**src/rtl/spi_responder_pkg.sv**
```systemverilog
// Shared types for the SPI responder: frame state encoding and counter sizing.
package spi_responder_pkg;

   typedef enum logic [1:0] {
      IDLE,
      ACTIVE,
      COMPLETE
   } state_t;

   function automatic int counter_width(input int max_length);
      return $clog2(max_length + 1);
   endfunction

endpackage

```
**src/rtl/axi_stream.sv**
```systemverilog
// Minimal AXI-stream bundle used for the responder's RX and TX word paths.
interface axi_stream #(
   parameter int WIDTH = 32
) ();
   logic [WIDTH-1:0] data;
   logic             valid;
   logic             ready;
   logic             last;

   modport master (output data, output valid, output last, input ready);
   modport slave  (input data, input valid, output ready);
endinterface

```
**src/rtl/spi_input_synchronizer.sv**
```systemverilog
// Synchroniser chain for one asynchronous SPI pin plus a history register for edge detection.
module spi_input_synchronizer #(
   parameter int SYNC_STAGES = 2
) (
   input  logic clock,
   input  logic pin,
   output logic level,
   output logic changed
);

   logic [SYNC_STAGES-1:0] chain;
   logic                   held;

   always_ff @(posedge clock) begin
      chain <= {chain[SYNC_STAGES-2:0], pin};
      held  <= chain[SYNC_STAGES-1];
   end

   // level is the previous synchronised value; level ^ changed is the newest one
   assign level   = held;
   assign changed = chain[SYNC_STAGES-1] ^ held;

endmodule

```
**src/rtl/spi_responder.sv**
```systemverilog
// SPI slave engine: deserialises MOSI frames into an AXI-stream word and serialises
// a word from the TX stream onto MISO, all oversampled on the system clock.
module spi_responder
   import spi_responder_pkg::*;
#(
   parameter int MAX_LENGTH  = 32,
   parameter int SYNC_STAGES = 2
) (
   input  logic       clock,
   input  logic       reset,
   input  logic       sclk,
   input  logic       ss,
   input  logic       mosi,
   output logic       miso,
   output logic       miso_enable,
   input  logic [5:0] transfer_length,
   input  logic       clock_polarity,
   input  logic       latching_edge,
   input  logic       ss_polarity,
   output logic       busy,
   output logic       overrun,
   output logic       underrun,
   output logic       aborted,
   axi_stream.master  received_data,
   axi_stream.slave   transmit_data
);

   localparam int CW = counter_width(MAX_LENGTH);

   function automatic logic [CW-1:0] decode_length(input logic [5:0] value);
      if (value == 6'd0 || int'(value) > MAX_LENGTH) return CW'(MAX_LENGTH);
      return CW'(value);
   endfunction

   state_t                state, next_state;
   logic                  sclk_level, sclk_changed, ss_level, ss_changed, mosi_level, mosi_changed;
   logic                  sclk_now, ss_now, mosi_now;
   logic                  ss_assert_edge, ss_asserted, sample_edge, shift_edge;
   logic                  start, sample, shift, finish, abort;
   logic [CW-1:0]         length_in, frame_length, bit_count;
   logic                  frame_cpol, frame_edge, frame_ss_polarity;
   logic [MAX_LENGTH-1:0] tx_shift, rx_shift, rx_data;
   logic                  rx_valid, tx_ready;

   spi_input_synchronizer #(.SYNC_STAGES(SYNC_STAGES)) sclk_sync (
      .clock(clock), .pin(sclk), .level(sclk_level), .changed(sclk_changed));
   spi_input_synchronizer #(.SYNC_STAGES(SYNC_STAGES)) ss_sync (
      .clock(clock), .pin(ss), .level(ss_level), .changed(ss_changed));
   spi_input_synchronizer #(.SYNC_STAGES(SYNC_STAGES)) mosi_sync (
      .clock(clock), .pin(mosi), .level(mosi_level), .changed(mosi_changed));

   assign sclk_now       = sclk_level ^ sclk_changed ^ frame_cpol;
   assign ss_now         = ss_level ^ ss_changed;
   assign mosi_now       = mosi_level ^ mosi_changed;
   assign ss_assert_edge = ss_changed && (ss_now == ss_polarity);
   assign ss_asserted    = (ss_now == frame_ss_polarity);
   assign sample_edge    = sclk_changed && (sclk_now ^ frame_edge);
   assign shift_edge     = sclk_changed && !(sclk_now ^ frame_edge);
   assign length_in      = decode_length(transfer_length);

   always_ff @(posedge clock) begin
      if (!reset) state <= IDLE;
      else        state <= next_state;
   end

   always_comb begin
      next_state = state;
      start      = 1'b0;
      sample     = 1'b0;
      shift      = 1'b0;
      finish     = 1'b0;
      abort      = 1'b0;
      case (state)
         IDLE: begin
            if (ss_assert_edge) begin
               start      = 1'b1;
               next_state = ACTIVE;
            end
         end
         ACTIVE: begin
            // a fully received frame completes even if ss drops in the same cycle
            if (bit_count == frame_length) begin
               next_state = COMPLETE;
            end else if (!ss_asserted) begin
               abort      = 1'b1;
               next_state = IDLE;
            end else begin
               sample = sample_edge;
               shift  = shift_edge && (bit_count != '0);
            end
         end
         COMPLETE: begin
            finish     = 1'b1;
            next_state = IDLE;
         end
         default: next_state = IDLE;
      endcase
   end

   always_ff @(posedge clock) begin
      if (start) begin
         frame_length      <= length_in;
         frame_cpol        <= clock_polarity;
         frame_edge        <= latching_edge;
         frame_ss_polarity <= ss_polarity;
         // left-align the TX word so the first bit out is always the register MSB
         tx_shift  <= transmit_data.valid ?
                      (transmit_data.data << (MAX_LENGTH - int'(length_in))) : '0;
         rx_shift  <= '0;
         bit_count <= '0;
      end else begin
         if (sample) begin
            rx_shift  <= {rx_shift[MAX_LENGTH-2:0], mosi_now};
            bit_count <= bit_count + CW'(1);
         end
         if (shift) tx_shift <= {tx_shift[MAX_LENGTH-2:0], 1'b0};
      end
   end

   always_ff @(posedge clock) begin
      if (!reset) begin
         miso     <= 1'b0;
         overrun  <= 1'b0;
         underrun <= 1'b0;
         aborted  <= 1'b0;
         tx_ready <= 1'b0;
         rx_valid <= 1'b0;
         rx_data  <= '0;
      end else begin
         miso     <= (state == ACTIVE) && tx_shift[MAX_LENGTH-1];
         underrun <= start && !transmit_data.valid;
         tx_ready <= start && transmit_data.valid;
         aborted  <= abort;
         overrun  <= finish && rx_valid;
         if (finish && !rx_valid) begin
            rx_valid <= 1'b1;
            rx_data  <= rx_shift;
         end else if (rx_valid && received_data.ready) begin
            rx_valid <= 1'b0;
         end
      end
   end

   assign busy                = (state == ACTIVE);
   assign miso_enable         = (state == ACTIVE);
   assign transmit_data.ready = tx_ready;
   assign received_data.data  = rx_data;
   assign received_data.valid = rx_valid;
   assign received_data.last  = 1'b1;

endmodule

```
**src/flat_wrapper.sv**
```systemverilog
// flat-port wrapper written by rule: the top's interface ports become plain ports
module spi_responder_flat import spi_responder_pkg::*;
#(
   parameter int MAX_LENGTH  = 32,
   parameter int SYNC_STAGES = 2
)
  (clock, reset, sclk, ss, mosi, miso, miso_enable, transfer_length, clock_polarity, latching_edge, ss_polarity, busy, overrun, underrun, aborted, received_data_data, received_data_valid, received_data_last, received_data_ready, transmit_data_data, transmit_data_valid, transmit_data_ready);
  axi_stream #(.WIDTH(32)) received_data_i ();
  axi_stream #(.WIDTH(32)) transmit_data_i ();
  input  logic clock;
  input  logic reset;
  input  logic sclk;
  input  logic ss;
  input  logic mosi;
  output logic miso;
  output logic miso_enable;
  input  logic [5:0] transfer_length;
  input  logic clock_polarity;
  input  logic latching_edge;
  input  logic ss_polarity;
  output logic busy;
  output logic overrun;
  output logic underrun;
  output logic aborted;
  output wire logic [$bits(received_data_i.data)-1:0] received_data_data;
  output wire logic [$bits(received_data_i.valid)-1:0] received_data_valid;
  output wire logic [$bits(received_data_i.last)-1:0] received_data_last;
  input wire logic [$bits(received_data_i.ready)-1:0] received_data_ready;
  input wire logic [$bits(transmit_data_i.data)-1:0] transmit_data_data;
  input wire logic [$bits(transmit_data_i.valid)-1:0] transmit_data_valid;
  output wire logic [$bits(transmit_data_i.ready)-1:0] transmit_data_ready;
  assign received_data_data = received_data_i.data;
  assign received_data_valid = received_data_i.valid;
  assign received_data_last = received_data_i.last;
  assign received_data_i.ready = received_data_ready;
  assign transmit_data_i.data = transmit_data_data;
  assign transmit_data_i.valid = transmit_data_valid;
  assign transmit_data_ready = transmit_data_i.ready;
  spi_responder #(.MAX_LENGTH(MAX_LENGTH), .SYNC_STAGES(SYNC_STAGES)) u_core (.clock(clock), .reset(reset), .sclk(sclk), .ss(ss), .mosi(mosi), .miso(miso), .miso_enable(miso_enable), .transfer_length(transfer_length), .clock_polarity(clock_polarity), .latching_edge(latching_edge), .ss_polarity(ss_polarity), .busy(busy), .overrun(overrun), .underrun(underrun), .aborted(aborted), .received_data(received_data_i), .transmit_data(transmit_data_i));
endmodule
```
**config.mk**
```make
export PLATFORM = sky130hd
export DESIGN_NAME = spi_responder_flat
export DESIGN_NICKNAME = d
export VERILOG_FILES = /design/src/rtl/spi_responder_pkg.sv /design/src/rtl/axi_stream.sv /design/src/rtl/spi_input_synchronizer.sv /design/src/rtl/spi_responder.sv /design/src/flat_wrapper.sv
export SDC_FILE = /design/constraint.sdc
export NUM_CORES = 1
export LEC_CHECK = 0
export BUFFER_PORTS_ARGS = -buffer_cell sky130_fd_sc_hd__buf_2
export CAP_MARGIN = 20
export CORE_AREA = 2 2 126 128
export DETAILED_ROUTE_END_ITERATION = 10
export DIE_AREA = 0 0 128 130
export PLACE_DENSITY = 0.61
export SLEW_MARGIN = 20
export SYNTH_ARGS = -nofsm -noshare
export SYNTH_HDL_FRONTEND = slang
export SYNTH_HIERARCHICAL = 1
export SYNTH_SLANG_ARGS = --single-unit
export TNS_END_PERCENT = 20
```
**constraint.sdc**
```tcl
create_clock -name clock -period 5.5 [get_ports clock]
set_input_delay 1.1 -clock clock [delete_from_list [all_inputs] [get_ports clock]]
set_output_delay 1.1 -clock clock [all_outputs]
set_load 0.05 [all_outputs]
```
---- Word-level counts from Yosys, hierarchy flattened ----
Cells that the tools add are included.
operators by class
  shifts and indexed selects .............. 1
  bitwise logic cells ..................... 10
  $mul .................................... 0
  $add $sub $neg .......................... 2
  equal/unequal tests ..................... 7
  reductions and logical operators ........ 21
  multiplexer cells ....................... 22
  magnitude comparators ................... 1
  div/mod/pow operators ................... 0
operators by type and width
  cell                                                                count
  32-bit two-way mux                                                  3
  32-bit by 32-bit left shift with 32-bit output                      1
  1-bit two-way mux                                                   13
  6-bit two-way mux                                                   2
  1-bit logical AND                                                   10
  1-bit bitwise XOR                                                   8
  6-bit by 6-bit subtractor with 7-bit output (first input constant)  1
  6-bit by 1-bit adder with 6-bit output (second input constant)      1
  6-bit == test                                                       1
  6-bit > comparator (second input constant)                          1
  6-bit logical NOT                                                   1
  2-bit two-way mux                                                   3
  6-bit nonzero test                                                  1
  2-bit case mux with 2 select lines                                  1
  2-bit nonzero test                                                  2
  1-bit logical NOT                                                   3
  3-bit != test (second input constant)                               1
  3-bit OR reduction                                                  1
  1-bit == test                                                       2
  2-bit by 1-bit == test with 1-bit output (second input constant)    1
  2-bit == test (second input constant)                               1
  2-bit logical NOT                                                   1
  2-bit by 1-bit != test with 1-bit output (second input constant)    1
  1-bit NOT                                                           2
  other kinds (2)                                                     2
storage, ports and cells
  input bits .............................. 48
  memories ................................ 0
  latch bits .............................. 0
  logic and storage cells ................. 85
  output and inout port bits .............. 41
  register bits after elaboration ......... 128
  bits in read-only memories .............. 0
  memory bits (writable) .................. 0

---- Logic depth before layout (Yosys ltp) ----
  depth in word-level cells ............... 12
  depth in mapped cells ................... 13
  depth with buffers taken out ............ 10

---- Modules after synthesis ----
Netlist, hierarchy kept.
by module, submodules not included
  module                  area each (um2)  instances  cells each
  spi_responder           6531.3           1          712
  spi_input_synchronizer  68.8             3          4

---- Worst setup path before layout ----
Ideal clock, no wire load.
  path kind ............................... input to register
  from .................................... input port transfer_length[0]
  to ...................................... register u_core.tx_shift[27], data pin
  setup slack ............................. 2028 ps
  data required time ...................... 5223 ps
  cell stages on the path ................. 10
  library setup time ...................... 277 ps
  data arrival time ....................... 3195 ps
  path buffers ............................ 4
  cells stage by stage .................... nor2b_1 inv_2 clkbuf_1 ha_1 buf_2 buf_1 clkbuf_1 o21ai_0 a221oi_1 o221ai_1
on the way
  longest elaborated chain between the ends .. 8
  elaborated cells on any way between the ends .. 9
  classes of those cells .................. add/sub (1); order compare (1); shift (1); mux (4); reduce/logical (2)
RTL lines
  what                                                     line                  RTL
  start, declared                                          flat_wrapper.sv:17    input logic [5:0] transfer_length;
  6-bit > comparator or 6-bit logical NOT (tied branches)  spi_responder.sv:31   if (value == 6'd0 || int'(value) > MAX_LENGTH) return CW'(MAX_LENGTH);
  1-bit logical OR                                         spi_responder.sv:31
  1-bit two-way mux                                        spi_responder.sv:31
  6-bit two-way mux *                                      spi_responder.sv:32   return CW'(value);
  6-bit by 6-bit subtractor with 7-bit output *            spi_responder.sv:108  (transmit_data.data << (MAX_LENGTH - int'(length_in))) : '0;
  32-bit by 32-bit left shift with 32-bit output *         spi_responder.sv:108
  32-bit two-way mux *                                     spi_responder.sv:107  tx_shift <= transmit_data.valid ?
  32-bit two-way mux *                                     spi_responder.sv:101  if (start) begin
  end signal, assigned                                     spi_responder.sv:107
  end signal, assigned                                     spi_responder.sv:116  if (shift) tx_shift <= {tx_shift[MAX_LENGTH-2:0], 1'b0};
  end, declared                                            spi_responder.sv:42   logic [MAX_LENGTH-1:0] tx_shift, rx_shift, rx_data;
Every way passes the cells marked *; elsewhere a longest branch is shown, timed or not.
A chain may end at the register's enable or synchronous reset.

---- Worst setup path after layout ----
  from .................................... input port transfer_length[0]
  to ...................................... register u_core.tx_shift[31], data pin
The elaborated chain is that of the path after synthesis.

==> impl_metrics.json <==
{
  "setup_violations": 0,
  "hold_path_end": "u_core/ss_sync/chain[1]$_DFF_P_",
  "postCtsResizedCells": 0,
  "powerDensity_nw_per_um2": 343,
  "num_antenna_cells": 0,
  "grt_pass1_vias": 5637,
  "fin_crit_sh_pct": 68.8,
  "synthesis.area_um2": 6740,
  "final_cell_mix": "128 x nand2_1, 87 x buf_2, 87 x dfxtp_1",
  "whs_ps": 325,
  "relSlewSlack_pct": 26.1,
  "firstDrtPassIters": 5,
  "synth_top_cell_area_share_pct": 25.8,
  "ioPinCount": 89,
  "dpl.hpwl_mm": 13.5,
  "rr_worst_depth": 7,
  "finClkSkew_ps": 16.4,
  "p_comb_share_pct": 17.5,
  "p_clk_share_pct": 44.0,
  "hold_start": "u_core/ss_sync/chain[0]$_DFF_P_",
  "slew_viol_final": 0,
  "wl_mm": 18.8,
  "gr-total-overflow": 0,
  "hold_viol": 0,
  "cp-end-kind": "register",
  "leakage_nw": 3.35,
  "crit_fanout": 20,
  "io_buffer_count": 87,
  "gp_congestion": 0.939,
  "grt_pass1_wl_mm": 29.8,
  "grt_max_degree": 49,
  "path_clk_slew_ps": 60,
  "async_reset_ff_share_pct": 0,
  "finalSetupTns_ps": 0,
  "clock_path_buffers": 2,
  "cts_buffers": 17,
  "cts_setup_buffers": 0,
  "netSwitchingFraction_pct": 27.2,
  "seq_area_frac_synth_pct": 44.1,
  "drc": 0,
  "synth-main-ff-cell": "dfxtp_1",
  "wire_per_inst_um": 18.9,
  "min_path_cells": 0,
  "multiInputGateArea_um2": 3480,
  "worst-setup-path-type": "input pin to register",
  "max-cap-violations": 0,
  "htreeDepth": 4,
  "reg2reg_to": "u_core/rx_shift[15]$_SDFFE_PP0P_",
  "post-route-min-period_ps": 3780,
  "cts_root_buf": "clkbuf_16",
  "outcome": "completed",
  "vias_per_cell": 5.83,
  "synth-edff-count": 41,
  "startpoint_type": "input pin",
  "fin_ws_ps": 1720,
  "vias": 5802,
  "ir_worst_vdd_uv": 171,
  "reg2reg_slack_ps": 2630,
  "ys_warn_count": 6,
  "antenna_found_initial": 0,
  "ys_top_cells_by_area": "dfxtp_1 26%, edfxtp_1 18%, mux2i_1 7.7%, nand2_1 7.1%, nor2_1 3.8%",
  "layout-drive-gt1-share_pct": 20.4,
  "arrival_ps": 4040,
  "synth_seq_cells": 128,
  "die-area_um2": 16600,
  "max_slew.worst_pin.slew_ps": 1110,
  "p_int_mw": 1.97,
  "synthToLayoutAreaGrowth_pct": 17.4,
  "clk-insertion-delay-late_ps": 410,
  "initial_core_util_pct": 43.7,
  "power.switching_mw": 0.737,
  "fillers": 1461,
  "pre_cts_slack_ps": 1360,
  "nets": 841,
  "drt.antenna.violating_nets": 0,
  "seqPwrFrac_pct": 38.5,
  "syn_avg_cell_area_um2": 9.31,
  "cp_data_required_time_ps": 5760,
  "synthCells": 724,
  "rsz0062_at_grt": "false",
  "r2r_start": "u_core/ss_sync/level$_DFF_P_",
  "die-height_um": 130,
  "fmax_mhz": 264,
  "hold_buffers": 0,
  "min_path_type": "register to register",
  "cts_tree": "built",
  "cts.sinks": 128,
  "drt_iter0_drc": 519,
  "final_common_cell": "nand2_1",
  "core_um2": 15400,
  "yosysTopAreaCell": "dfxtp_1",
  "track_usage_pct": 23.2,
  "seq_area_um2": 2970,
  "syn_nets": 775,
  "fp.dieW_um": 128,
  "rows": 46,
  "ys_types": 71
}
[cell type report]
class / instances / share of cell area (%)
clock inverters: 11 / 1.87
flip-flops and latches: 128 / 37.6
clock buffers: 21 / 6.23
multi-input cells: 533 / 44.1
well taps: 192 / 3.04
repair buffers: 100 / 6.74
inverters: 10 / 0.475
[flip-flops by register name, summed over array words and instances (netlist names), 2 cells and up]
name                       flops
u_core/bit_count               6
u_core/frame_length            6
u_core/mosi_sync/chain         2
u_core/received_data.data     32
u_core/rx_shift               32
u_core/sclk_sync/chain         2
u_core/ss_sync/chain           2
u_core/state                   2
u_core/tx_shift               32
[how the worst max path moves through the flow]
| stage | start | slack (ps) | endpoint |
|---|---|---|---|
| floorplan | transfer_length[0] | 2030 | u_core/tx_shift[27]$_DFFE_PP_ |
| global placement | transfer_length[0] | 1340 | u_core/tx_shift[31]$_DFFE_PP_ |
| detailed placement | transfer_length[0] | 1360 | u_core/tx_shift[25]$_DFFE_PP_ |
| CTS | transfer_length[0] | 1780 | u_core/tx_shift[25]$_DFFE_PP_ |
| global route | transfer_length[5] | 1440 | u_core/tx_shift[25]$_DFFE_PP_ |
| finish | transfer_length[0] | 1720 | u_core/tx_shift[31]$_DFFE_PP_ |
[kinds of logic after synthesis]
logic type / count (synthesis) / synth area share [%]
buffers and inverters: 63 / 4.27
adder cells (fa/ha/maj): 3 / 0.557
XOR/XNOR: 21 / 2.84
AND/OR/NAND/NOR: 279 / 18.7
AO/OA/AOI/OAI: 166 / 19.6
other: 1 / 0.0557
multiplexers: 63 / 9.90
flip-flops: 128 / 44.1
[routing by layer]
layer | wire, um | share of wire [%] | vias up | global-route usage, %
li1 | - | - | 2765 | -
met1 | 7840 | 42 | 2752 | 27.9
met2 | 9180 | 49 | 251 | 40.1
met3 | 1190 | 6.3 | 34 | 5.04
met4 | 597 | 3.2 | 0 | 10.5
met5 | 0 | 0 | - | 0
[synth_stat cells, types with 5 or more instances]
master / instances
nand2_1: 128
dfxtp_1: 87
nor2_1: 69
mux2i_1: 52
edfxtp_1: 41
a21boi_0: 33
clkbuf_1: 30
a21oi_1: 19
and3_1: 18
nand3_1: 17
o21ai_0: 16
buf_2: 14
xnor2_1: 11
a221oi_1: 10
a221oi_2: 10
a22oi_1: 9
mux2_2: 9
nor3_1: 9
xor2_1: 9
a22o_1: 8
inv_1: 8
buf_4: 7
nand3b_1: 7
nor2b_1: 7
o221ai_1: 7
a221o_1: 6
a211oi_1: 5
o211ai_1: 5
o31ai_1: 5
[power groups by stage]
stage	clock [mW]	combinational, mW	sequential [mW]
CTS	1.21	0.465	1.04
finish	1.19	0.474	1.04
floorplan	0	0.313	1.06
detailed placement	0	0.463	1.06
global placement	0	0.468	1.06
global route	1.26	0.507	1.05
[per-stage QoR]
stage / cells / instance area [um^2] / utilization (%) / power [mW]
floorplan: 724 / 6740 / - / 1.38
global placement: 963 / 7270 / 47.1 / 1.53
detailed placement: 963 / 7270 / 47.1 / 1.53
CTS: 995 / 7910 / 51.3 / 2.72
global route: 995 / 7910 / 51.3 / 2.81
finish: 995 / 7910 / 51.3 / 2.71
[critical path, stage by stage]
cell      delay (ps)
buf_2            170
nor2b_2          180
inv_2            240
ha_1             220
inv_1            110
xnor2_2          470
buf_4            350
nor2_1           110
a2bb2o_1         320
a221oi_1         460
mux2i_1          150
o21ai_1          150
(Power assumes the default switching activity.)
